`src/rtl/constraint_stim_gen.sv`:
```
// constraint_stim_gen: LFSR-filled candidate generator with checker retry,
// deterministic fallback repair and a valid/ready output stream.
module constraint_stim_gen #(
  parameter int VEC_W = 307,
  parameter int MAX_TRIES = 64,
  parameter int FIX_LSB = 230,
  parameter int FIX_W = 4,
  parameter logic [FIX_W-1:0] FIX_VAL = 4'h1
) (
  input  logic             clk,
  input  logic             rst_n,
  input  logic             en,
  input  logic             seed_load,
  input  logic [31:0]      seed,
  output logic [VEC_W-1:0] cand_data,
  input  logic             cand_sat,
  output logic             out_valid,
  input  logic             out_ready,
  output logic [VEC_W-1:0] out_data,
  output logic             out_fixed,
  output logic             busy,
  output logic [15:0]      cnt_accept,
  output logic [15:0]      cnt_reject
);

  localparam int NW = (VEC_W + 31) / 32;
  localparam int CW = NW * 32;
  localparam int FCW = $clog2(NW + 1);
  localparam logic [31:0] POLY = 32'h8020_0003;
  localparam logic [FCW-1:0] FILL_LAST = FCW'(NW - 1);
  localparam logic [15:0] TRY_MAX = 16'(MAX_TRIES);

  typedef enum logic [1:0] {
    IDLE,
    FILL,
    CHECK,
    HOLD
  } state_t;

  state_t state, state_nxt;

  logic [31:0]      lfsr;
  logic [31:0]      lfsr_nxt;
  logic [CW-1:0]    cand_reg;
  logic [FCW-1:0]   fill_cnt;
  logic [15:0]      tries;
  logic [15:0]      tries_inc;
  logic [VEC_W-1:0] fixed_vec;
  logic             fill_last;
  logic             try_hit;
  logic             do_fill;
  logic             do_check;
  logic             do_xfer;

  assign lfsr_nxt  = (lfsr >> 1) ^ (lfsr[0] ? POLY : 32'h0);
  assign cand_data = cand_reg[VEC_W-1:0];
  assign fill_last = (fill_cnt == FILL_LAST);
  assign tries_inc = tries + 16'd1;
  assign try_hit   = (tries_inc == TRY_MAX);

  if (CW > VEC_W) begin : g_pad
    logic unused_pad;
    assign unused_pad = ^cand_reg[CW-1:VEC_W];
  end

  // Repaired vector: current candidate with the forced field overwritten
  always_comb begin
    fixed_vec = cand_data;
    fixed_vec[FIX_LSB +: FIX_W] = FIX_VAL;
  end

  // State register
  always_ff @(posedge clk or negedge rst_n) begin
    if (!rst_n) state <= IDLE;
    else        state <= state_nxt;
  end

  // Next-state logic; a seed load aborts whatever is in flight
  always_comb begin
    state_nxt = state;
    if (seed_load) begin
      state_nxt = IDLE;
    end else begin
      unique case (state)
        IDLE:  if (en) state_nxt = FILL;
        FILL:  if (fill_last) state_nxt = CHECK;
        CHECK: state_nxt = (cand_sat || try_hit) ? HOLD : FILL;
        HOLD:  if (out_ready) state_nxt = en ? FILL : IDLE;
        default: state_nxt = IDLE;
      endcase
    end
  end

  // Per-state control strobes
  always_comb begin
    busy     = (state != IDLE);
    do_fill  = (state == FILL);
    do_check = (state == CHECK);
    do_xfer  = (state == HOLD) && out_ready;
  end

  // Candidate fill, check outcome and output register
  always_ff @(posedge clk or negedge rst_n) begin
    if (!rst_n) begin
      lfsr      <= 32'h1;
      cand_reg  <= '0;
      fill_cnt  <= '0;
      tries     <= '0;
      out_data  <= '0;
      out_valid <= 1'b0;
      out_fixed <= 1'b0;
    end else if (seed_load) begin
      lfsr      <= (seed == 32'h0) ? 32'h1 : seed;
      fill_cnt  <= '0;
      tries     <= '0;
      out_valid <= 1'b0;
      out_fixed <= 1'b0;
    end else begin
      if (do_fill) begin
        lfsr     <= lfsr_nxt;
        cand_reg <= {lfsr_nxt, cand_reg[CW-1:32]};
        fill_cnt <= fill_last ? '0 : fill_cnt + 1'b1;
      end
      if (do_check) begin
        if (cand_sat) begin
          out_data  <= cand_data;
          out_fixed <= 1'b0;
          out_valid <= 1'b1;
          tries     <= '0;
        end else if (try_hit) begin
          out_data  <= fixed_vec;
          out_fixed <= 1'b1;
          out_valid <= 1'b1;
          tries     <= '0;
        end else begin
          tries <= tries_inc;
        end
      end
      if (do_xfer) begin
        out_valid <= 1'b0;
        out_fixed <= 1'b0;
      end
    end
  end

  // Saturating accept / reject counters, kept across seed loads
  always_ff @(posedge clk or negedge rst_n) begin
    if (!rst_n) begin
      cnt_accept <= '0;
      cnt_reject <= '0;
    end else if (!seed_load) begin
      if (do_check && !cand_sat && cnt_reject != 16'hFFFF)
        cnt_reject <= cnt_reject + 16'd1;
      if (do_xfer && cnt_accept != 16'hFFFF)
        cnt_accept <= cnt_accept + 16'd1;
    end
  end

endmodule

```
`config.mk`:
```
export PLATFORM = sky130hd
export DESIGN_NAME = constraint_stim_gen
export DESIGN_NICKNAME = d
export VERILOG_FILES = /design/src/rtl/constraint_stim_gen.sv
export SDC_FILE = /design/constraint.sdc
export NUM_CORES = 1
export LEC_CHECK = 0
export CAP_MARGIN = 20
export CORE_MARGIN = 2
export CORE_UTILIZATION = 40
export DETAILED_ROUTE_END_ITERATION = 7
export PLACE_DENSITY = 0.67
export SLEW_MARGIN = 20
export SYNTH_ARGS = -nofsm -noshare
export SYNTH_HDL_FRONTEND = slang
export SYNTH_SLANG_ARGS = --single-unit
```
`constraint.sdc`:
```
create_clock -name clk -period 2.08 [get_ports clk]
set_clock_uncertainty 0.05 [all_clocks]
set_input_delay 0.416 -clock clk [delete_from_list [all_inputs] [get_ports clk]]
set_output_delay 0.416 -clock clk [all_outputs]
set_load 0.005 [all_outputs]
```
**Word level (Yosys, flattened, before mapping)**

Cells that the tools add are included.

- Input bits: 38
- Output and inout bits: 649
- Word-level logic and storage cells: 75
- Bits in registers: 715

- Mux-type cells: 29
- Reductions and logical operators: 20
- Bitwise operators: 2
- $add $sub $neg: 4
- Eq/ne operators: 10

Operator list:

| cell | count |
|---|---|
| $mux 307 | 2 |
| $mux 32 | 4 |
| $mux 16 | 4 |
| $add 16x1->16 const B | 3 |
| $logic_not 32->1 | 1 |
| $ne 16x16->1 const B | 2 |
| $xor 31x32->32 | 1 |
| $eq 16x7->1 const B | 1 |
| $mux 4 | 3 |
| $mux 1 | 10 |
| $mux 2 | 5 |
| $ne 3x3->1 const B | 3 |
| $pmux 2 s4 | 1 |
| $reduce_and 2->1 | 4 |
| $reduce_bool 2->1 | 4 |
| $reduce_and 3->1 | 2 |
| $add 4x1->4 const B | 1 |
| $eq 2x2->1 const B | 2 |
| $eq 4x4->1 const B | 1 |
| $logic_and 1x1->1 | 4 |
| $reduce_bool 4->1 | 1 |
| $reduce_bool 3->1 | 1 |
| $eq 2x1->1 const B | 1 |
| $logic_not 2->1 | 1 |
| other kinds (3) | 3 |

**Logic depth before layout (Yosys ltp)**

- Word-level depth: 7
- Gate-level depth with buffers: 9

**Worst setup path after synthesis**

OpenSTA, ideal clock, no wires.

- Path type: reg2reg
- Start: register tries[6]
- End: register out_data[146]
- Required time: 1893 ps
- Path buffers: 3
- Setup slack: -192 ps
- Arrival time: 2085 ps
- Clock period less this slack: 2272 ps
- Cell stages (with the launch flop): 10
- Library setup time: 137 ps
- Path through: dfrtp_1 > clkbuf_1 > nand2_1 > or3_4 > or3_4 > and3_4 > nand2_4 > buf_8 > buf_6 > o211ai_2

- Word-level cells in the longest chain between the ends: 4

Ends and longest elaborated chain:

| what | line | text |
|---|---|---|
| start: declaration | 46 | `logic [15:0] tries;` |
| start signal: assignment | 136 | `tries <= tries_inc;` |
| $add 16x1->16 | 58 | `assign tries_inc = tries + 16'd1;` |
| $eq 16x7->1 | 59 | `assign try_hit = (tries_inc == TRY_MAX);` |
| $reduce_bool 2->1 (no line) | n/a |  |
| $reduce_and 3->1 (no line) | n/a |  |
| end signal: assignment | 126 | `out_data <= cand_data;` |
| end signal: assignment | 131 | `out_data <= fixed_vec;` |
| end: declaration | 19 | `output logic [VEC_W-1:0] out_data,` |

No other way between the ends.
A chain may end at the register's enable or synchronous reset.

**Worst setup path after layout**

- Start: register tries[7]
- End: register out_data[141]

Same word-level chain as after synthesis.

==> qor.yml <==
avgSynthCellArea_um2: 10.1
arrival_ns: 2.85
peakVddDrop_v: 0.000637
path_common_cell: "or3_4"
worstPathCellList: "nand4_4, or3_4, or3_4, and3_4, nand2_8, buf_12, buf_16, o211ai_1"
rsz0062_at_grt: "true"
post-place-ws_ns: -0.308
die_y_um: 319
drv_slew: 0
rows: 115
ant_nets: 0
grt_pass1_vias: 33800
fin_crit_sh: 1.14
synth-main-ff-cell: "dfrtp_1"
wl_met1_um: 63400
worst_setup_path_end_kind: "register"
synth_top_area_share: 0.449
io_pins: 687
die_area_um2: 102000
grt_pass1_wl_um: 231000
fin_area_um2: 52400
synth-seq-area-share: 0.449
power.total_mw: 62.4
firstDrtPassIters: 6
wl_met2_um: 72500
fin_cells: 5805
worst_pin_slew_ns: 0.599
hpwl_um: 110000
routed_via_density: 6.17
crit_type: "register to register"
highest_layer: "met5"
syn_area_um2: 39800
cts_max_level: 3
path_clk_slew_ns: 0.06
cts-root-buf: "clkbuf_16"
yosys_warnings: 0
die_x_um: 319
drv_cap: 0
cp_slowest_cell: "or3_4"
initial_utilization: 0.404
final_nets: 4488
p_leak_nw: 21.7
slew-limit-headroom: 0.601
powerDensity_nw_per_um2: 1190
grt_usage: 0.295
wl_met3_um: 13400
synth_cell_types: 63
antenna_found_initial: 6
design.core.area_um2: 98600
crit_cells: 8
status: "finished with violations"
overflow: 0
synth-seq-cells: 715
startpoint_type: "register"
clock-sinks: 715
cts_buffer_depth: 3
dp_cells: 5624
cpPeakStageDelay_ns: 0.42
holdPathStages: 3
cts_tree: "done"
clkLatencyLatePin_ns: 0.67
grt_max_degree: 97
numCtsBuffers: 85
synth_enable_flop_cells: 0
wirelength_um: 158000
async_flop_share: 1.00
wl_per_cell_um: 27.2
finalHoldViolCount: 0
final.setup.tns_ns: -85.40
drive_above_1_share: 0.220
hold_class: "input pin to register"
setup_viol: 583
synth_area_leaders: "dfrtp_1 45%, mux2_2 9.1%, a221oi_1 6.7%, buf_4 5.8%, o211ai_1 5.6%"
placed_cell_area_um2: 48700
worstPathMaxFanout: 30
fmax_mhz: 420
drt-initial-drc-count: 4228
areaGrowthSynthToFinish_pct: 31.6
io_buffers: 686
synth_top_area_cell: "dfrtp_1"
critical_path.top_delay_family: "simple AND/OR/NAND/NOR gates"
cp.required_ns: 2.55
worst-path-buf-inv: 2
synth_fp_nets: 3983
largest_reg_flops: 320
final.setup.worst_slack_ns: -0.299
reg2reg_depth: 8
vias: 35800
synth_cells: 3940
min_period_ns: 2.38
drc_errors: 0
failed_checks: "negative setup slack"
place.gp.congestion: 0.913
## synthesized netlist by cell type, types with 30 or more instances
cell / count
a221oi_1: 304
and3_1: 316
buf_2: 36
buf_4: 310
clkbuf_1: 300
dfrtp_1: 714
mux2_2: 320
mux2i_1: 30
nand2_1: 68
nand3_1: 328
nor2_1: 34
nor2b_1: 306
o211ai_1: 295
o21ai_0: 314
o21ai_1: 39
## metal layers
layer,track usage,vias up
met2,0.461,1839
li1,-,15500
met5,0,-
met3,0.0698,378
met1,0.388,18100
met4,0.135,8
## cell type report
type | instances | area, um^2
clock inverter | 33 | 390
fill | 8589 | 46200
sequential | 715 | 17900
tap | 1287 | 1610
timing repair buffer | 1122 | 11800
clock buffer | 124 | 2550
antenna | 3 | 7.51
multi-input combinational | 2514 | 18100
inverter | 7 | 26.3
## path summary, 6_finish.rpt
kind / slack (ns) / start / to
worst max register to register: -0.30 / tries[7] / out_data[141]
min in group asynchronous: 0.19 / rst_n / out_data[166]
max in group asynchronous: 0.97 / rst_n / out_data[59]
worst max-delay path: -0.30 / tries[7] / out_data[141]
worst min-delay path: 0.14 / seed_load / state[1]
worst min register to register: 0.45 / cnt_reject[12] / cnt_reject[12]
## cell usage in the layout, fill, tap and decap left out, types with 102 or more instances in the layout
cell type / instances
o21ai_0: 143
nor2b_1: 306
a221oi_1: 285
mux2_2: 320
dfrtp_1: 703
clkdlybuf4s50_1: 678
o211ai_1: 295
nand3_1: 325
buf_4: 303
buf_12: 102
o21ai_1: 187
and3_1: 314
## worst reg2reg max path, stage by stage, from the launching register on
cell	delay, ns
dfrtp_1	0.39
nand4_4	0.16
or3_4	0.42
or3_4	0.37
and3_4	0.21
nand2_8	0.10
buf_12	0.18
buf_16	0.22
o211ai_1	0.15
## cell families after synthesis
group | count (synthesis) | share of synthesized area
adder cells (fa/ha/maj) | 5 | 0.00157
AO/OA/AOI/OAI | 1009 | 0.178
flip-flops | 715 | 0.449
buffers and inverters | 711 | 0.104
multiplexers | 350 | 0.0981
XOR/XNOR | 32 | 0.00704
AND/OR/NAND/NOR | 1118 | 0.161
## per-stage QoR
stage / util / hold slack (ns)
after CTS: 0.526 / 0.0841
after global routing: 0.531 / 0.135
after global placement: 0.495 / 0.268
final: 0.531 / 0.143
after detailed placement: 0.495 / 0.272
after floorplan: - / 0.0704
## power breakdown
| group | total, mW | internal, mW | switching (mW) |
|---|---|---|---|
| Sequential | 23.4 | 18.0 | 5.42 |
| Clock | 15.8 | 9.38 | 6.42 |
| Combinational | 23.2 | 13.4 | 9.79 |
## what timing repair did
action / CTS / global route
pin swaps: 51 / 41
endpoints found under the setup margin: 773 / 833
hold buffers: 1 / 0
hold endpoints to repair: 278 / 0
resized for setup: 27 / 159
gates cloned: 1 / 9
buffers inserted: 5 / 5
(Power assumes the default switching activity.)
